**config.mk**
```make
export PLATFORM = sky130hd
export DESIGN_NAME = hazard_ctrl_flat
export DESIGN_NICKNAME = d
export VERILOG_FILES = /design/src/rtl/hazard_ctrl_pkg.sv /design/src/rtl/hazard_ctrl_if.sv /design/src/rtl/hazard_ctrl_md_timer.sv /design/src/rtl/hazard_ctrl.sv /design/src/flat_wrapper.sv
export SDC_FILE = /design/constraint.sdc
export NUM_CORES = 1
export LEC_CHECK = 0
export ABC_CLOCK_PERIOD_IN_PS = 2850
export CAP_MARGIN = 20
export CORE_UTILIZATION = 38
export DETAILED_ROUTE_END_ITERATION = 16
export PLACE_DENSITY = 0.8
export SLEW_MARGIN = 40
export SYNTH_ARGS = -nofsm -noshare
export SYNTH_HDL_FRONTEND = slang
export SYNTH_HIERARCHICAL = 1
export SYNTH_SLANG_ARGS = --single-unit
```
**constraint.sdc**
```tcl
create_clock -name clk -period 2.85 [get_ports clk]
set_clock_uncertainty 0.2 [all_clocks]
set_input_delay 0.7125 -clock clk [delete_from_list [all_inputs] [get_ports clk]]
set_output_delay 0.7125 -clock clk [all_outputs]
set_load 0.01 [all_outputs]
```
**src/rtl/hazard_ctrl_pkg.sv**
```systemverilog
// Shared constants for the pipeline hazard controller: multiply/divide timer
// state encoding, forwarding selects, tuse/tnew encoding and default latencies.
package hazard_ctrl_pkg;

    localparam logic [0:0] MD_IDLE = 1'b0;
    localparam logic [0:0] MD_BUSY = 1'b1;

    localparam logic [1:0] FWD_GRF  = 2'd0;
    localparam logic [1:0] FWD_E    = 2'd1;
    localparam logic [1:0] FWD_M    = 2'd2;
    localparam logic [1:0] FWD_RSVD = 2'd3;

    // tuse of 3 means the operand is never read, so it can never trail a producer.
    localparam logic [1:0] TUSE_NONE  = 2'd3;
    localparam logic [1:0] TNEW_READY = 2'd0;

    localparam int MULT_CYC_DEF = 5;
    localparam int DIV_CYC_DEF  = 10;

    function automatic int eff_cyc(input int n);
        return (n < 1) ? 1 : n;
    endfunction

endpackage

```
**src/rtl/hazard_ctrl_if.sv**
```systemverilog
// Pipeline-side bundle of decode/execute/memory hazard information and the
// resulting stall and forwarding controls.
interface hazard_ctrl_if;
    import hazard_ctrl_pkg::*;

    logic [4:0] rs_D;
    logic [4:0] rt_D;
    logic [1:0] tuse_rs_D;
    logic [1:0] tuse_rt_D;
    logic       md_use_D;
    logic [4:0] RDst_E;
    logic [4:0] RDst_M;
    logic [1:0] tnew_E;
    logic [1:0] tnew_M;
    logic       md_start_E;
    logic       md_div_E;

    logic       pc_en;
    logic       d_en;
    logic       e_clr;
    logic       md_busy;
    logic [1:0] fwd_rs_D;
    logic [1:0] fwd_rt_D;
    logic [0:0] md_state;

    // No valid/ready pair: md_start_E is a single-cycle pulse with md_div_E
    // qualified by it; every other input is a level sampled in the same cycle.
    modport master (
        output rs_D, rt_D, tuse_rs_D, tuse_rt_D, md_use_D,
        output RDst_E, RDst_M, tnew_E, tnew_M, md_start_E, md_div_E,
        input  pc_en, d_en, e_clr, md_busy, fwd_rs_D, fwd_rt_D, md_state
    );

    modport slave (
        input  rs_D, rt_D, tuse_rs_D, tuse_rt_D, md_use_D,
        input  RDst_E, RDst_M, tnew_E, tnew_M, md_start_E, md_div_E,
        output pc_en, d_en, e_clr, md_busy, fwd_rs_D, fwd_rt_D, md_state
    );

endinterface

```
**src/rtl/hazard_ctrl_md_timer.sv**
```systemverilog
// HI/LO unit occupancy timer: counts the busy cycles of a mult/div after it
// leaves E; busy is high for exactly N cycles following the start cycle.
module md_timer
    import hazard_ctrl_pkg::*;
#(
    parameter int MULT_CYC = MULT_CYC_DEF,
    parameter int DIV_CYC  = DIV_CYC_DEF
) (
    input  logic       clk,
    input  logic       reset,
    input  logic       start,
    input  logic       is_div,
    output logic       busy,
    output logic [0:0] state_dbg
);

    localparam int MULT_N = eff_cyc(MULT_CYC);
    localparam int DIV_N  = eff_cyc(DIV_CYC);
    localparam int MAX_N  = (MULT_N > DIV_N) ? MULT_N : DIV_N;
    localparam int CNT_W  = $clog2(MAX_N + 1);

    localparam logic [CNT_W-1:0] MULT_LD = CNT_W'(MULT_N);
    localparam logic [CNT_W-1:0] DIV_LD  = CNT_W'(DIV_N);
    localparam logic [CNT_W-1:0] CNT_ONE = CNT_W'(1);

    logic [0:0]       state;
    logic [CNT_W-1:0] cnt;

    // A start while already busy restarts the count with the new latency.
    always_ff @(posedge clk or negedge reset) begin
        if (!reset) begin
            state <= MD_IDLE;
            cnt   <= '0;
        end else if (start) begin
            state <= MD_BUSY;
            cnt   <= is_div ? DIV_LD : MULT_LD;
        end else if (state == MD_BUSY) begin
            if (cnt == CNT_ONE) begin
                state <= MD_IDLE;
                cnt   <= '0;
            end else begin
                cnt <= cnt - CNT_ONE;
            end
        end
    end

    assign busy      = (state == MD_BUSY);
    assign state_dbg = state;

endmodule

```
**src/rtl/hazard_ctrl.sv**
```systemverilog
// Pipeline hazard controller: decode-stage stall decision, bubble insertion
// and operand forwarding selects, plus the HI/LO busy timer.
module hazard_ctrl
    import hazard_ctrl_pkg::*;
#(
    parameter int MULT_CYC = MULT_CYC_DEF,
    parameter int DIV_CYC  = DIV_CYC_DEF
) (
    input logic          clk,
    input logic          reset,
    hazard_ctrl_if.slave bus
);

    logic       stall_rs;
    logic       stall_rt;
    logic       stall_md;
    logic       stall;
    logic       md_busy;
    logic [0:0] md_state;

    md_timer #(
        .MULT_CYC (MULT_CYC),
        .DIV_CYC  (DIV_CYC)
    ) u_md_timer (
        .clk       (clk),
        .reset     (reset),
        .start     (bus.md_start_E),
        .is_div    (bus.md_div_E),
        .busy      (md_busy),
        .state_dbg (md_state)
    );

    // A source must wait when a later stage will write it later than D needs it.
    function automatic logic src_stall(
        input logic [4:0] src, input logic [1:0] tuse,
        input logic [4:0] dst_e, input logic [1:0] tnew_e,
        input logic [4:0] dst_m, input logic [1:0] tnew_m
    );
        return (src != 5'd0) &&
               (((src == dst_e) && (tuse < tnew_e)) ||
                ((src == dst_m) && (tuse < tnew_m)));
    endfunction

    function automatic logic [1:0] src_fwd(
        input logic [4:0] src,
        input logic [4:0] dst_e, input logic [1:0] tnew_e,
        input logic [4:0] dst_m, input logic [1:0] tnew_m
    );
        if ((src != 5'd0) && (src == dst_e) && (tnew_e == TNEW_READY))
            return FWD_E;
        else if ((src != 5'd0) && (src == dst_m) && (tnew_m == TNEW_READY))
            return FWD_M;
        else
            return FWD_GRF;
    endfunction

    always_comb begin
        stall_rs = src_stall(bus.rs_D, bus.tuse_rs_D, bus.RDst_E, bus.tnew_E,
                             bus.RDst_M, bus.tnew_M);
        stall_rt = src_stall(bus.rt_D, bus.tuse_rt_D, bus.RDst_E, bus.tnew_E,
                             bus.RDst_M, bus.tnew_M);
        // The start cycle itself is covered by md_start_E; md_busy covers the rest.
        stall_md = bus.md_use_D && (md_busy || bus.md_start_E);
        stall    = stall_rs || stall_rt || stall_md;
    end

    assign bus.pc_en    = !stall;
    assign bus.d_en     = !stall;
    assign bus.e_clr    = stall;
    assign bus.md_busy  = md_busy;
    assign bus.md_state = md_state;
    assign bus.fwd_rs_D = src_fwd(bus.rs_D, bus.RDst_E, bus.tnew_E, bus.RDst_M, bus.tnew_M);
    assign bus.fwd_rt_D = src_fwd(bus.rt_D, bus.RDst_E, bus.tnew_E, bus.RDst_M, bus.tnew_M);

endmodule
```
**src/flat_wrapper.sv**
```systemverilog
// flat-port wrapper written by rule: the top's interface ports become plain ports
module hazard_ctrl_flat import hazard_ctrl_pkg::*;
#(
    parameter int MULT_CYC = MULT_CYC_DEF,
    parameter int DIV_CYC  = DIV_CYC_DEF
)
  (clk, reset, bus_rs_D, bus_rt_D, bus_tuse_rs_D, bus_tuse_rt_D, bus_md_use_D, bus_RDst_E, bus_RDst_M, bus_tnew_E, bus_tnew_M, bus_md_start_E, bus_md_div_E, bus_pc_en, bus_d_en, bus_e_clr, bus_md_busy, bus_fwd_rs_D, bus_fwd_rt_D, bus_md_state);
  hazard_ctrl_if bus_i ();
  input logic clk;
  input logic reset;
  input wire logic [$bits(bus_i.rs_D)-1:0] bus_rs_D;
  input wire logic [$bits(bus_i.rt_D)-1:0] bus_rt_D;
  input wire logic [$bits(bus_i.tuse_rs_D)-1:0] bus_tuse_rs_D;
  input wire logic [$bits(bus_i.tuse_rt_D)-1:0] bus_tuse_rt_D;
  input wire logic [$bits(bus_i.md_use_D)-1:0] bus_md_use_D;
  input wire logic [$bits(bus_i.RDst_E)-1:0] bus_RDst_E;
  input wire logic [$bits(bus_i.RDst_M)-1:0] bus_RDst_M;
  input wire logic [$bits(bus_i.tnew_E)-1:0] bus_tnew_E;
  input wire logic [$bits(bus_i.tnew_M)-1:0] bus_tnew_M;
  input wire logic [$bits(bus_i.md_start_E)-1:0] bus_md_start_E;
  input wire logic [$bits(bus_i.md_div_E)-1:0] bus_md_div_E;
  output wire logic [$bits(bus_i.pc_en)-1:0] bus_pc_en;
  output wire logic [$bits(bus_i.d_en)-1:0] bus_d_en;
  output wire logic [$bits(bus_i.e_clr)-1:0] bus_e_clr;
  output wire logic [$bits(bus_i.md_busy)-1:0] bus_md_busy;
  output wire logic [$bits(bus_i.fwd_rs_D)-1:0] bus_fwd_rs_D;
  output wire logic [$bits(bus_i.fwd_rt_D)-1:0] bus_fwd_rt_D;
  output wire logic [$bits(bus_i.md_state)-1:0] bus_md_state;
  assign bus_i.rs_D = bus_rs_D;
  assign bus_i.rt_D = bus_rt_D;
  assign bus_i.tuse_rs_D = bus_tuse_rs_D;
  assign bus_i.tuse_rt_D = bus_tuse_rt_D;
  assign bus_i.md_use_D = bus_md_use_D;
  assign bus_i.RDst_E = bus_RDst_E;
  assign bus_i.RDst_M = bus_RDst_M;
  assign bus_i.tnew_E = bus_tnew_E;
  assign bus_i.tnew_M = bus_tnew_M;
  assign bus_i.md_start_E = bus_md_start_E;
  assign bus_i.md_div_E = bus_md_div_E;
  assign bus_pc_en = bus_i.pc_en;
  assign bus_d_en = bus_i.d_en;
  assign bus_e_clr = bus_i.e_clr;
  assign bus_md_busy = bus_i.md_busy;
  assign bus_fwd_rs_D = bus_i.fwd_rs_D;
  assign bus_fwd_rt_D = bus_i.fwd_rt_D;
  assign bus_md_state = bus_i.md_state;
  hazard_ctrl #(.MULT_CYC(MULT_CYC), .DIV_CYC(DIV_CYC)) u_core (.clk(clk), .reset(reset), .bus(bus_i));
endmodule
```
**After elaboration in Yosys (flattened, before gate mapping)**

Index checks and enable logic that the tools add are counted.

- Add/sub/neg operators: 1
- Magnitude comparators: 4
- Eq/ne operators: 5
- Muxes and demuxes: 11
- Reductions and logical operators: 26

Operators by type and width:

| cell | count |
|---|---|
| 5-bit equality test | 4 |
| 4-bit two-way mux | 4 |
| 1-bit logical AND | 15 |
| 5-bit nonzero test | 2 |
| 2-bit < comparator | 4 |
| 2-bit two-way mux | 4 |
| 1-bit logical OR | 5 |
| 4-bit by 1-bit equality test with 1-bit output (second input constant) | 1 |
| 2-bit zero test | 2 |
| 4-bit by 1-bit subtractor with 4-bit output (second input constant) | 1 |
| 1-bit two-way mux | 3 |
| 2-bit nonzero test | 1 |
| 1-bit zero test | 1 |

- Bits in registers: 5
- Input bits: 33
- Output and inout port bits: 9
- Logic and storage cells: 49

**Logic depth before layout (Yosys ltp)**

- Depth after elaboration: 7
- Gate-level depth with buffers: 6
- Mapped depth without buffers: 5

**Modules after synthesis**

Netlist, hierarchy kept.

Modules (own cells, without submodules):

| module | times used | cells an instance | area each (µm²) | sequential area each (µm²) |
|---|---|---|---|---|
| hazard_ctrl | 1 | 65 | 473.0 | 0.0 |
| md_timer | 1 | 27 | 276.5 | 125.1 |

**Least setup slack after synthesis**

Ideal clock, no wire load.

- Kind: in2out
- Start: input bus_tnew_E[1]
- End: output bus_pc_en
- Data arrival time: 2,053 ps
- Data required time: 1,938 ps
- Path slack: -116 ps
- Cell stages on the path: 6
- Cell sequence: inv_1 > ha_1 > a21boi_0 > o41ai_2 > nor4bb_1 > buf_4

- Cells in the longest elaborated chain, start to end: 7
- Elaborated cells on any way between the ends: 11
- Those cells by class: order compare: 2; reduce/logical: 9

RTL lines:

| what | line | RTL |
|---|---|---|
| start, declared | flat_wrapper.sv:18 | `input wire logic [$bits(bus_i.tnew_E)-1:0] bus_tnew_E;` |
| 2-bit < comparator | hazard_ctrl.sv:40 | `(((src == dst_e) && (tuse < tnew_e)) \|\|` |
| 1-bit logical AND | hazard_ctrl.sv:40 |  |
| 1-bit logical OR | hazard_ctrl.sv:40 |  |
| 1-bit logical AND | hazard_ctrl.sv:39 | `return (src != 5'd0) &&` |
| 1-bit logical OR (*) (2 in series) | hazard_ctrl.sv:64 | `stall = stall_rs \|\| stall_rt \|\| stall_md;` |
| 1-bit zero test (*) | -- |  |
| end, declared | flat_wrapper.sv:22 | `output wire logic [$bits(bus_i.pc_en)-1:0] bus_pc_en;` |

Mark *: on every way between the ends. The rest lies on a longest branch, timed or not.

**Worst setup path in the final report**

- Start: input bus_RDst_M[4]
- End: output bus_e_clr

- Cells in the longest elaborated chain, start to end: 6
- Elaborated cells on any way between the ends: 10
- Those cells by class: eq/ne: 2; reduce/logical: 8

RTL lines:

| what | line | RTL |
|---|---|---|
| start, declared | flat_wrapper.sv:17 | `input wire logic [$bits(bus_i.RDst_M)-1:0] bus_RDst_M;` |
| 5-bit equality test | hazard_ctrl.sv:41 | `((src == dst_m) && (tuse < tnew_m)));` |
| 1-bit logical AND | hazard_ctrl.sv:41 |  |
| 1-bit logical OR | hazard_ctrl.sv:40 |  |
| 1-bit logical AND | hazard_ctrl.sv:39 |  |
| 1-bit logical OR (*) (2 in series) | hazard_ctrl.sv:64 |  |
| end, declared | flat_wrapper.sv:24 | `output wire logic [$bits(bus_i.e_clr)-1:0] bus_e_clr;` |

Marks and branches as above.

==> impl_metrics.py <==
metrics = {
    "outcome": {
        "outcome": "finished, violations left",
        "failed_checks": "negative setup slack",
    },
    "timing": {
        "slew_viol_final": 0,
        "fmaxAchievable_mhz": 331,
        "max_slew_margin_pct": 79.1,
        "hold_violations": 0,
        "min_period_ps": 3020,
        "min_period_over_period_pct": 106,
        "unrepaired_setup_endpoints_after_global_routing": "true",
        "worstMarginPinSlew_ps": 312,
        "setup_viol": 5,
        "postLayoutSetupSlackWorst_ps": -171,
        "finalSetupTns_ps": -428,
    },
    "place": {
        "final_wtd_congestion": 0.844,
        "port-buffer-count": 41,
        "place_area_mm2": 0.00134,
        "numPlacedInstances": 177,
        "detailedPlacementHpwl_mm": 1.99,
    },
    "global_routing": {
        "globalRouteOverflowTotal": 0,
        "grt_antenna_before_repair": 1,
        "grt_start_max_net_pins": 9,
        "overall_fraction_of_global_route_tracks_in_use_pct": 29.7,
        "grt_pass1_wl_mm": 4.46,
        "first_global_vias": 980,
    },
    "min_path": {
        "worst_hold_path.endpoint": "u_core/u_md_timer/cnt[2]",
        "hold-path-cell-count": 2,
        "min_path_type": "reg -> reg",
        "hold_path_startpoint": "u_core/u_md_timer/cnt[2]",
    },
    "power": {
        "power.total_w": 0.000406,
        "power_density_mw_per_mm2": 265,
        "total_leakage_power_nw": 0.708,
        "peakVddDrop_mv": 0.279,
    },
    "worst_setup_path": {
        "setup.worst_path.end_class": "output port",
        "worst-endpoint-arrival_ps": 2110,
        "critical_path.startpoint_type": "input port",
        "r2r.worst_path.cells": 5,
        "critical_path_class": "in -> out",
        "crit_fanout": 2,
        "cp.required_ps": 1940,
        "critical_path.reg2reg.endpoint": "u_core/u_md_timer/cnt[2]",
        "worst-r2r-setup-slack_ps": 1430,
        "reg2reg_from": "u_core/u_md_timer/cnt[0]",
    },
    "clocking": {
        "clkSlewWorstSetupHoldPaths_ps": 40,
        "cts-htree-levels": 1,
        "cts.sink_count": 5,
        "cts_inserted_buffers": 3,
        "clock_insertion_delay_worst_skew_ps": 230,
        "cell_chosen_for_the_clock_root": "sky130_fd_sc_hd__clkbuf_4",
        "cts.path.max_buffers": 2,
        "cts_tree": "done",
    },
    "synth": {
        "post-synth-top-count-cell": "sky130_fd_sc_hd__xor2_1",
        "synthesis.yosys.warnings": 6,
        "synth.top_cell.area_share_pct": 16.7,
        "synth_async_sr_flop_share_pct": 100,
        "postSynthCellCount": 92,
        "synth_top_cells_by_count": "sky130_fd_sc_hd__xor2_1, sky130_fd_sc_hd__xnor2_1, sky130_fd_sc_hd__inv_1, sky130_fd_sc_hd__nand2_1",
        "synth_top_cells_by_area": "sky130_fd_sc_hd__dfrtp_1, sky130_fd_sc_hd__xor2_1, sky130_fd_sc_hd__ha_1",
        "synth-edff-count": 0,
        "yosysSeqAreaShare_pct": 16.7,
        "synth_largest_area_cell": "sky130_fd_sc_hd__dfrtp_1",
        "yosys.cell_types.count": 30,
        "syn_area_um2": 749,
        "synth_area_per_cell_um2": 8.15,
        "syn_nets": 131,
        "synth-seq-cells": 5,
        "most_common_flop_cell_mapped_by_yosys": "sky130_fd_sc_hd__dfrtp_1",
    },
    "routing": {
        "wire_per_inst_um": 17.5,
        "post_drt_via_cell_ratio": 5.39,
        "drt_iter0_markers": 24,
        "via_count": 1025,
        "final_antenna_net_count": 0,
        "route.final.wire_length_mm": 3.32,
        "route.detailed.drc": 0,
        "drt_pre_antenna_iters": 4,
    },
    "layout": {
        "layout.nets": 204,
        "drive_above_1_share_pct": 52.4,
        "final_area_mm2": 0.00153,
        "non_filler_cells_in_the_finished_layout": 190,
        "area_growth_syn_to_layout_pct": 104,
    },
    "floorplan": {
        "die_area_mm2": 0.00215,
        "starting_density_pct": 42.0,
        "die_h_um": 46.4,
        "design.core.area_mm2": 0.00178,
        "row_count": 15,
        "io_pins": 42,
        "die_w_um": 46.4,
    },
    "job": {
        "cap_viol_max_count": 0,
    },
}
==> per-stage QoR <==
| stage | setup WS (ps) | util [%] | hold slack, ps |
|---|---|---|---|
| floorplan | 0.403 | - | 217 |
| global placement | -856 | 75.2 | 383 |
| detailed placement | -882 | 75.2 | 407 |
| CTS | -45.9 | 80.6 | 414 |
| global route | -207 | 85.9 | 458 |
| finish | -171 | 85.9 | 413 |
==> worst max-delay path: stages <==
cell	delay (ps)
sky130_fd_sc_hd__dlygate4sd2_1	270
sky130_fd_sc_hd__xor2_1	160
sky130_fd_sc_hd__nor3_2	300
sky130_fd_sc_hd__nand4_1	220
sky130_fd_sc_hd__buf_4	190
sky130_fd_sc_hd__nand4bb_1	100
sky130_fd_sc_hd__buf_2	150
==> worst max-delay path by stage <==
stage                  start  cells after the start         to
6_report       bus_RDst_M[4]                      7  bus_e_clr
5_1_grt        bus_RDst_M[4]                      7  bus_e_clr
4_1_cts          bus_rs_D[0]                      7   bus_d_en
3_5_place_dp     bus_rs_D[2]                      6  bus_e_clr
3_3_place_gp     bus_rs_D[2]                      6  bus_e_clr
2_1_floorplan  bus_tnew_E[1]                      6  bus_pc_en
==> logic make-up (layout without fill, tap and decap cells) <==
group                    after synthesis  in the layout  synth area share, %
AND/OR/NAND/NOR                       35             35                 27.4
XOR/XNOR                              21             21                 24.5
AO/OA/AOI/OAI                         16             16                 15.9
buffers and inverters                  9             81                 5.51
adder cells (fa/ha/maj)                6              6                 10.0
flip-flops                             5              5                 16.7
other                                  0              1                    0
==> area by class of cell <==
type,count,area (um2)
antenna,1,2.50
clock buffer,4,26.3
fill,100,251
inverter,7,26.3
multi-input combinational,78,751
sequential,5,125
tap,25,31.3
timing repair buffer,70,569
==> sequential cells by signal, summed over array words and instances, names as in the netlist <==
| register | count |
|---|---|
| u_core/u_md_timer/busy | 1 |
| u_core/u_md_timer/cnt | 4 |
==> repair_timing <==
item                                    CTS  global route
hold buffers                              0             0
buffers inserted                          7             1
pin swaps                                21            14
endpoints found under the setup margin    7             6
resized for setup                       124            25
==> power by group <==
group / switching (W) / leakage [nW] / internal, W
registers: 0.0000104 / 0.0561 / 0.0000822
clock network: 0.0000235 / 0.0150 / 0.0000526
logic: 0.000113 / 0.637 / 0.000124
==> cells in the final DEF (no fill, tap or decap), types with 3 or more instances in the layout <==
cell type and count:
sky130_fd_sc_hd__ha_1 5, sky130_fd_sc_hd__clkbuf_4 3, sky130_fd_sc_hd__xnor2_2 3, sky130_fd_sc_hd__dlygate4sd2_1 10, sky130_fd_sc_hd__xor2_2 4, sky130_fd_sc_hd__clkdlybuf4s15_2 4
sky130_fd_sc_hd__buf_4 28, sky130_fd_sc_hd__nand4_1 3, sky130_fd_sc_hd__clkdlybuf4s50_1 5, sky130_fd_sc_hd__buf_2 12, sky130_fd_sc_hd__xnor2_1 5, sky130_fd_sc_hd__nand2_1 7
sky130_fd_sc_hd__xor2_1 9, sky130_fd_sc_hd__nor2_1 4, sky130_fd_sc_hd__dfrtp_1 5, sky130_fd_sc_hd__nor3_2 4, sky130_fd_sc_hd__buf_6 5, sky130_fd_sc_hd__inv_1 5
==> per-layer routing <==
layer	wire length [um]	share of wire, %	global-route usage, %	vias up
met5	0	0	0	-
met4	119	3.6	13.5	0
met3	300	9.0	7.06	16
met2	1620	49	50.8	61
met1	1280	38	34.4	477
li1	-	-	-	471
No activity file was read; power rests on OpenSTA's default activity.
